`config.mk`:
```
export PLATFORM = sky130hd
export DESIGN_NAME = serial_rx
export DESIGN_NICKNAME = d
export VERILOG_FILES = /design/src/rtl/serial_rx.sv
export SDC_FILE = /design/constraint.sdc
export NUM_CORES = 1
export LEC_CHECK = 0
export BUFFER_PORTS_ARGS = -buffer_cell sky130_fd_sc_hd__buf_4
export CAP_MARGIN = 20
export CELL_PAD_IN_SITES_DETAIL_PLACEMENT = 1
export CELL_PAD_IN_SITES_GLOBAL_PLACEMENT = 1
export CORE_MARGIN = 2
export CORE_UTILIZATION = 42
export CTS_CLUSTER_SIZE = 8
export DETAILED_ROUTE_END_ITERATION = 16
export PLACE_DENSITY = 0.86
export SLEW_MARGIN = 20
export SYNTH_ARGS = -nofsm -noshare
export SYNTH_HDL_FRONTEND = slang
export SYNTH_SLANG_ARGS = --single-unit
```
`constraint.sdc`:
```
create_clock -name clk -period 1.8 [get_ports clk]
set_input_delay 0.27 -clock clk [delete_from_list [all_inputs] [get_ports clk]]
set_output_delay 0.27 -clock clk [all_outputs]
set_load 0.01 [all_outputs]
```
`src/rtl/serial_rx.sv`:
```
// UART-style receiver: 1 start bit, Width data bits LSB first, 1 stop bit,
// bit period 2^TimerWidth clocks. Emits one-cycle valid / frame_error strobes.
module serial_rx #(
    parameter int unsigned Width      = 8,
    parameter int unsigned TimerWidth = 2
) (
    input  logic             clk,
    input  logic             rst,
    input  logic             rx,
    output logic [Width-1:0] data,
    output logic             valid,
    output logic             frame_error,
    output logic             busy
);

    localparam int unsigned CntWidth = $clog2(Width + 1);
    localparam logic [TimerWidth-1:0] TimerLast = '1;
    localparam logic [TimerWidth-1:0] TimerHalf = TimerWidth'((1 << (TimerWidth - 1)) - 1);
    localparam logic [CntWidth-1:0]   CntLast   = CntWidth'(Width - 1);

    typedef enum logic [1:0] {StIdle, StStart, StData, StStop} state_e;

    state_e                state_q, state_d;
    logic [TimerWidth-1:0] timer_q, timer_d;
    logic [CntWidth-1:0]   cnt_q, cnt_d;
    logic [Width-1:0]      shift_q, shift_d;
    logic [Width-1:0]      data_q, data_d;
    logic                  valid_q, valid_d;
    logic                  ferr_q, ferr_d;
    logic                  rx_m_q, rx_s_q, rx_p_q;

    // Synchronizer plus one history flop; reset to the idle (high) line level.
    always_ff @(posedge clk) begin
        if (rst) begin
            rx_m_q <= 1'b1;
            rx_s_q <= 1'b1;
            rx_p_q <= 1'b1;
        end else begin
            rx_m_q <= rx;
            rx_s_q <= rx_m_q;
            rx_p_q <= rx_s_q;
        end
    end

    always_ff @(posedge clk) begin
        if (rst) begin
            state_q <= StIdle;
            timer_q <= '0;
            cnt_q   <= '0;
            shift_q <= '0;
            data_q  <= '0;
            valid_q <= 1'b0;
            ferr_q  <= 1'b0;
        end else begin
            state_q <= state_d;
            timer_q <= timer_d;
            cnt_q   <= cnt_d;
            shift_q <= shift_d;
            data_q  <= data_d;
            valid_q <= valid_d;
            ferr_q  <= ferr_d;
        end
    end

    always_comb begin
        state_d = state_q;
        timer_d = timer_q + 1'b1;
        cnt_d   = cnt_q;
        shift_d = shift_q;
        data_d  = data_q;
        valid_d = 1'b0;
        ferr_d  = 1'b0;

        unique case (state_q)
            StIdle: begin
                timer_d = '0;
                if (rx_p_q && !rx_s_q) begin
                    state_d = StStart;
                end
            end
            StStart: begin
                if (timer_q == TimerHalf) begin
                    timer_d = '0;
                    cnt_d   = '0;
                    state_d = rx_s_q ? StIdle : StData;
                end
            end
            StData: begin
                if (timer_q == TimerLast) begin
                    timer_d            = '0;
                    // Shift right so the first (LSB) bit ends up in bit 0.
                    shift_d            = shift_q >> 1;
                    shift_d[Width-1]   = rx_s_q;
                    cnt_d              = cnt_q + 1'b1;
                    if (cnt_q == CntLast) begin
                        state_d = StStop;
                    end
                end
            end
            StStop: begin
                if (timer_q == TimerLast) begin
                    // Return mid-stop-bit so a zero-gap next start bit is caught.
                    timer_d = '0;
                    state_d = StIdle;
                    if (rx_s_q) begin
                        data_d  = shift_q;
                        valid_d = 1'b1;
                    end else begin
                        ferr_d = 1'b1;
                    end
                end
            end
            default: begin
                state_d = StIdle;
            end
        endcase
    end

    assign data        = data_q;
    assign valid       = valid_q;
    assign frame_error = ferr_q;
    assign busy        = (state_q != StIdle);

endmodule

```
* Word level (Yosys, flattened, before mapping)
Index checks and enable logic that the tools add are counted.
** Word-level totals
- Output and inout port bits :: 11
- Bits of input ports :: 3
- Bits in registers :: 29
- Logic and storage cells :: 51
** Cells by class
- Reduce and logical (&&, ||, !) cells :: 11
- Muxes and demuxes :: 15
- $add $sub $neg :: 2
- Bitwise gates (word level) :: 2
- Equal/unequal tests :: 11
** Operators by type and width (count)
- 2-bit 2-to-1 mux :: 8
- 2-bit != test, second input constant :: 5
- 4-bit 2-to-1 mux :: 2
- 2-bit one-hot mux with 4 select lines :: 1
- 4-bit one-hot mux with 2 select lines :: 1
- 2-bit == test, second input constant :: 3
- 2-bit one-hot mux with 3 select lines :: 1
- 3-bit AND reduction :: 2
- 5-bit AND reduction :: 1
- 4-bit by 1-bit adder with 4-bit output, second input constant :: 1
- 2-bit by 1-bit == test with 1-bit output, second input constant :: 2
- 4-bit by 3-bit == test with 1-bit output, second input constant :: 1
- 2-bit nonzero test :: 2
- 3-bit OR reduction :: 1
- 2-bit by 1-bit adder with 2-bit output, second input constant :: 1
- 2-bit logical NOT :: 1
- 1-bit 2-to-1 mux :: 2
- 1-bit inverter :: 2
- 2-bit AND reduction :: 1
- 2-bit OR reduction :: 1
- 1-bit logical AND :: 1
- 1-bit logical NOT :: 1

* Longest topological paths before layout
- Depth in word-level cells :: 4
- Mapped depth :: 6
- Gate-level depth less buffers :: 5

* Worst setup path before layout
No wires, ideal clock.
- Kind :: register -> register
- Start point :: register timer_q[0]
- End point :: register cnt_q[0]
- Setup slack :: 0.437 ns
- Arrival time :: 1.260 ns
- Library setup time :: 0.103 ns
- Cell stages (with the launch flop) :: 6
- Data required time :: 1.697 ns
- Buffers on the path :: 2
- Path through :: dfxtp_1 ha_1 buf_4 and3b_1 buf_6 a2111oi_2
** Between the ends
- Longest elaborated chain between the ends :: 3
- Elaborated cells on any way between the ends :: 5
** RTL lines
- from (decl) :: RTL line 24 : logic [TimerWidth-1:0] timer_q, timer_d;
- from (signal assigned) :: RTL line 56 : timer_q <= timer_d;
- 2-bit == test / 2-bit by 1-bit == test with 1-bit output (equally long branches) :: RTL line 89, 82
- 2-bit != test (no source line)
- 3-bit AND reduction (no source line) (*)
- to (signal assigned) :: RTL line 57 : cnt_q <= cnt_d;
- to (decl) :: RTL line 25 : logic [CntWidth-1:0] cnt_q, cnt_d;
Mark *: on every way between the ends. The rest lies on a longest branch, timed or not.
A chain may end at the register's enable or synchronous reset.

==> metrics.md <==
| Metric | Value |
|---|---|
| Setup TNS Final | `0 ns` |
| Worst min-delay path class | `in -> reg` |
| DP Worst Slack | `around 0.24 ns` |
| Fraction of layout cells with a size suffix above 1 | `0.199` |
| Grt total ovfl | `0` |
| Crit path time final | `1.65 ns` |
| DIE WIDTH | `roughly 57 um` |
| Final Slew Violations | `0` |
| Top-Level Pins | `14` |
| Fmax | `just over 600 MHz` |
| Slowest-stage cell, CP | `dfxtp_1` |
| Syn nets | `roughly 150` |
| Final WS setup | `around 0.15 ns` |
| Mean cell area of the mapped netlist | `approximately 8.6 um^2` |
| Sequential fraction of the synthesis area | `0.488` |
| CP peak stage delay | `around 0.7 ns` |
| Htree depth | `2` |
| Vias per cell | `5.37` |
| Synth warnings | `0` |
| DP Area | `around 1300 um^2` |
| Avg WL per Cell | `between 10 and 15 um` |
| Synthesized instance count | `roughly 140` |
| Startpoint types | `flop` |
| CP Cell Sequence | `or2_2 > buf_4` |
| CTS Buffer Depth | `2` |
| Worst skew pair latency | `~0.33 ns` |
| CTS buffer count | `5` |
| Tcrit/Tclk final | `0.916` |
| GRT Util Overall | `0.172` |
| Synth Register Bits | `29` |
| Routed WL | `2.54 mm` |
| Layout area overhead | `14.4%` |
| Clk sinks | `29` |
| Remaining DRCs | `0` |
| Worst Path Max Fanout | `18` |
| Critical Path RT | `1.53 ns` |
| Crit path kind | `reg -> out` |
| Clock Skews | `0.0110 ns` |
| Asr flop ratio synth | `0` |
| Worst slew margin | `0.595` |
| Clock tree from TritonCTS | `done` |
| Final Core Density | `0.498` |
| VDD IR max | `approximately 0.00073 V` |
| Netlist Area Pre-Place | `~1200 um^2` |
| CP arrival | `1.38 ns` |
| Number of global-route vias before repair | `around 950` |
| Power Density | `~910 nW/um^2` |
| Ant diodes | `0` |
| Post-DRT Antenna Nets | `0` |
| Final GP Congestion | `approximately 0.72` |
| Detailed Place HPWL | `1.74 mm` |
| Max_cap viols | `0` |
| PortBufs | `13` |
| Hold-fix buffers at CTS | `0` |
| Number of synthesized flops with an enable pin | `0` |
| RSZ-0062 raised after global routing | `false` |
| Synth top area share | `0.488` |
| Initial antenna violation count | `0` |
| Starting Density | `0.435` |
| Die height | `57.2 um` |
| Most used flip-flop cell after synthesis | `dfxtp_1` |
| Area leader, netlist | `dfxtp_1` |
| Resized Gates After CTS | `0` |
| Post-CTS Repair Setup Buffers | `0` |
| Total Nets Final | `roughly 160` |
| Leakage | `0.000494 uW` |
| Cell with the most instances after synthesis | `nand2_1` |
| Total Die Area | `3270 um^2` |
| FP Rows | `19` |
| Slew @ Worst Pin | `0.607 ns` |
| Top area cells in the synthesized netlist | `dfxtp_1, nand2_1, a21oi_1` |
| Fill count | `~330` |
| Initial drt markers | `10` |
| Commonest cells post-synth | `nand2_1, dfxtp_1, a21oi_1, nor2_1` |
| Via count | `approximately 1000` |
| Status | `finished clean` |
| Final Instance Area | `around 1400 um^2` |
| Critical path endpoint category | `output pin` |
| Clk slew on worst S/H paths | `approximately 0.09 ns` |
| Root Buffer Master | `clkbuf_4` |
| Maximum number of pins on one net before global-route repair | `29` |
| Core area | `around 2700 um^2` |
| Final Setup Violations | `0` |
| First-pass GRT wire length | `slightly above 4 mm` |
| Count of cell types in the netlist | `30` |
| Hold Vio Cnt, Final | `0` |
| DRT Pass-1 Iters | `4` |
-- through the flow --
| step | hold slack (ns) | power [uW] | instances |
|---|---|---|---|
| 2_1_floorplan | 0.374 | 689 | 138 |
| 3_3_place_gp | 0.397 | 696 | 174 |
| 3_5_place_dp | 0.403 | 698 | 174 |
| 4_1_cts | 0.130 | 1260 | 182 |
| 5_1_grt | 0.119 | 1290 | 182 |
| 6_report | 0.135 | 1240 | 182 |
-- layer usage --
layer / GRT usage / wire (um) / share of wire
met5: 0 / 0 / 0
met4: 0.103 / 43 / 0.017
met3: 0.0499 / 83 / 0.033
met2: 0.292 / 1350 / 0.53
met1: 0.190 / 1070 / 0.42
-- state kept, by name, summed over array words and instances (netlist names), named ones only --
register     cells
rx_m_q           1
data             8
state_q          1
rx_p_q           1
timer_q          2
shift_q          8
rx_s_q           1
cnt_q            4
frame_error      1
valid            1
-- final timing paths --
kind,from,endpoint,slack [ns],cells after the start
worst min-delay path,rx,rx_m_q,0.14,2
worst max register to register,timer_q[0],cnt_q[3],0.20,4
worst min register to register,rx_m_q,rx_s_q,0.43,1
worst max-delay path,flop,busy,0.15,2
-- critical path, delay by kind of cell, from the launching register on --
family	cells	cell delay (ns)
DFF	1	0.72
and+or+nand+nor	1	0.22
buffers and inverters	1	0.11
-- cells in the final DEF (no fill, tap or decap), drive strengths merged, types with 2 or more instances in the layout --
master   count
a2111oi      2
a211oi       3
a21oi       20
buf         15
clkbuf       7
dfxtp       29
ha           4
inv          3
nand2       36
nand3        2
nand3b       2
nor2         9
or2          4
-- final cells by class --
class / count / area, um^2 / area share
Clock buffer: 7 / 55.1 / 0.0404
Clock inverter: 1 / 30.0 / 0.0221
Inverter: 3 / 11.3 / 0.00827
Multi-Input combinational cell: 96 / 533 / 0.392
Sequential cell: 29 / 581 / 0.426
Tap cell: 31 / 38.8 / 0.0285
Timing Repair Buffer: 15 / 113 / 0.0827
-- power by group --
group / leakage [uW] / switching [uW] / internal, uW
combinational: 0.000214 / 16.8 / 12.6
sequential: 0.000234 / 7.13 / 646
clock: 0.0000455 / 223 / 332
total: 0.000494 / 247 / 990
-- cells by family (layout without fill, tap and decap cells) --
kind of cell	count (synthesis)	after routing	synth area share
AOI/OAI and AO/OA	28	28	0.150
xor gates and xnor gates	1	1	0.00736
adders and majority gates	4	4	0.0421
buffers and inverters	13	26	0.0641
DFF	29	29	0.488
muxes	1	1	0.00946
and+or+nand+nor	62	62	0.239
Power figures use the tool's default switching activity.
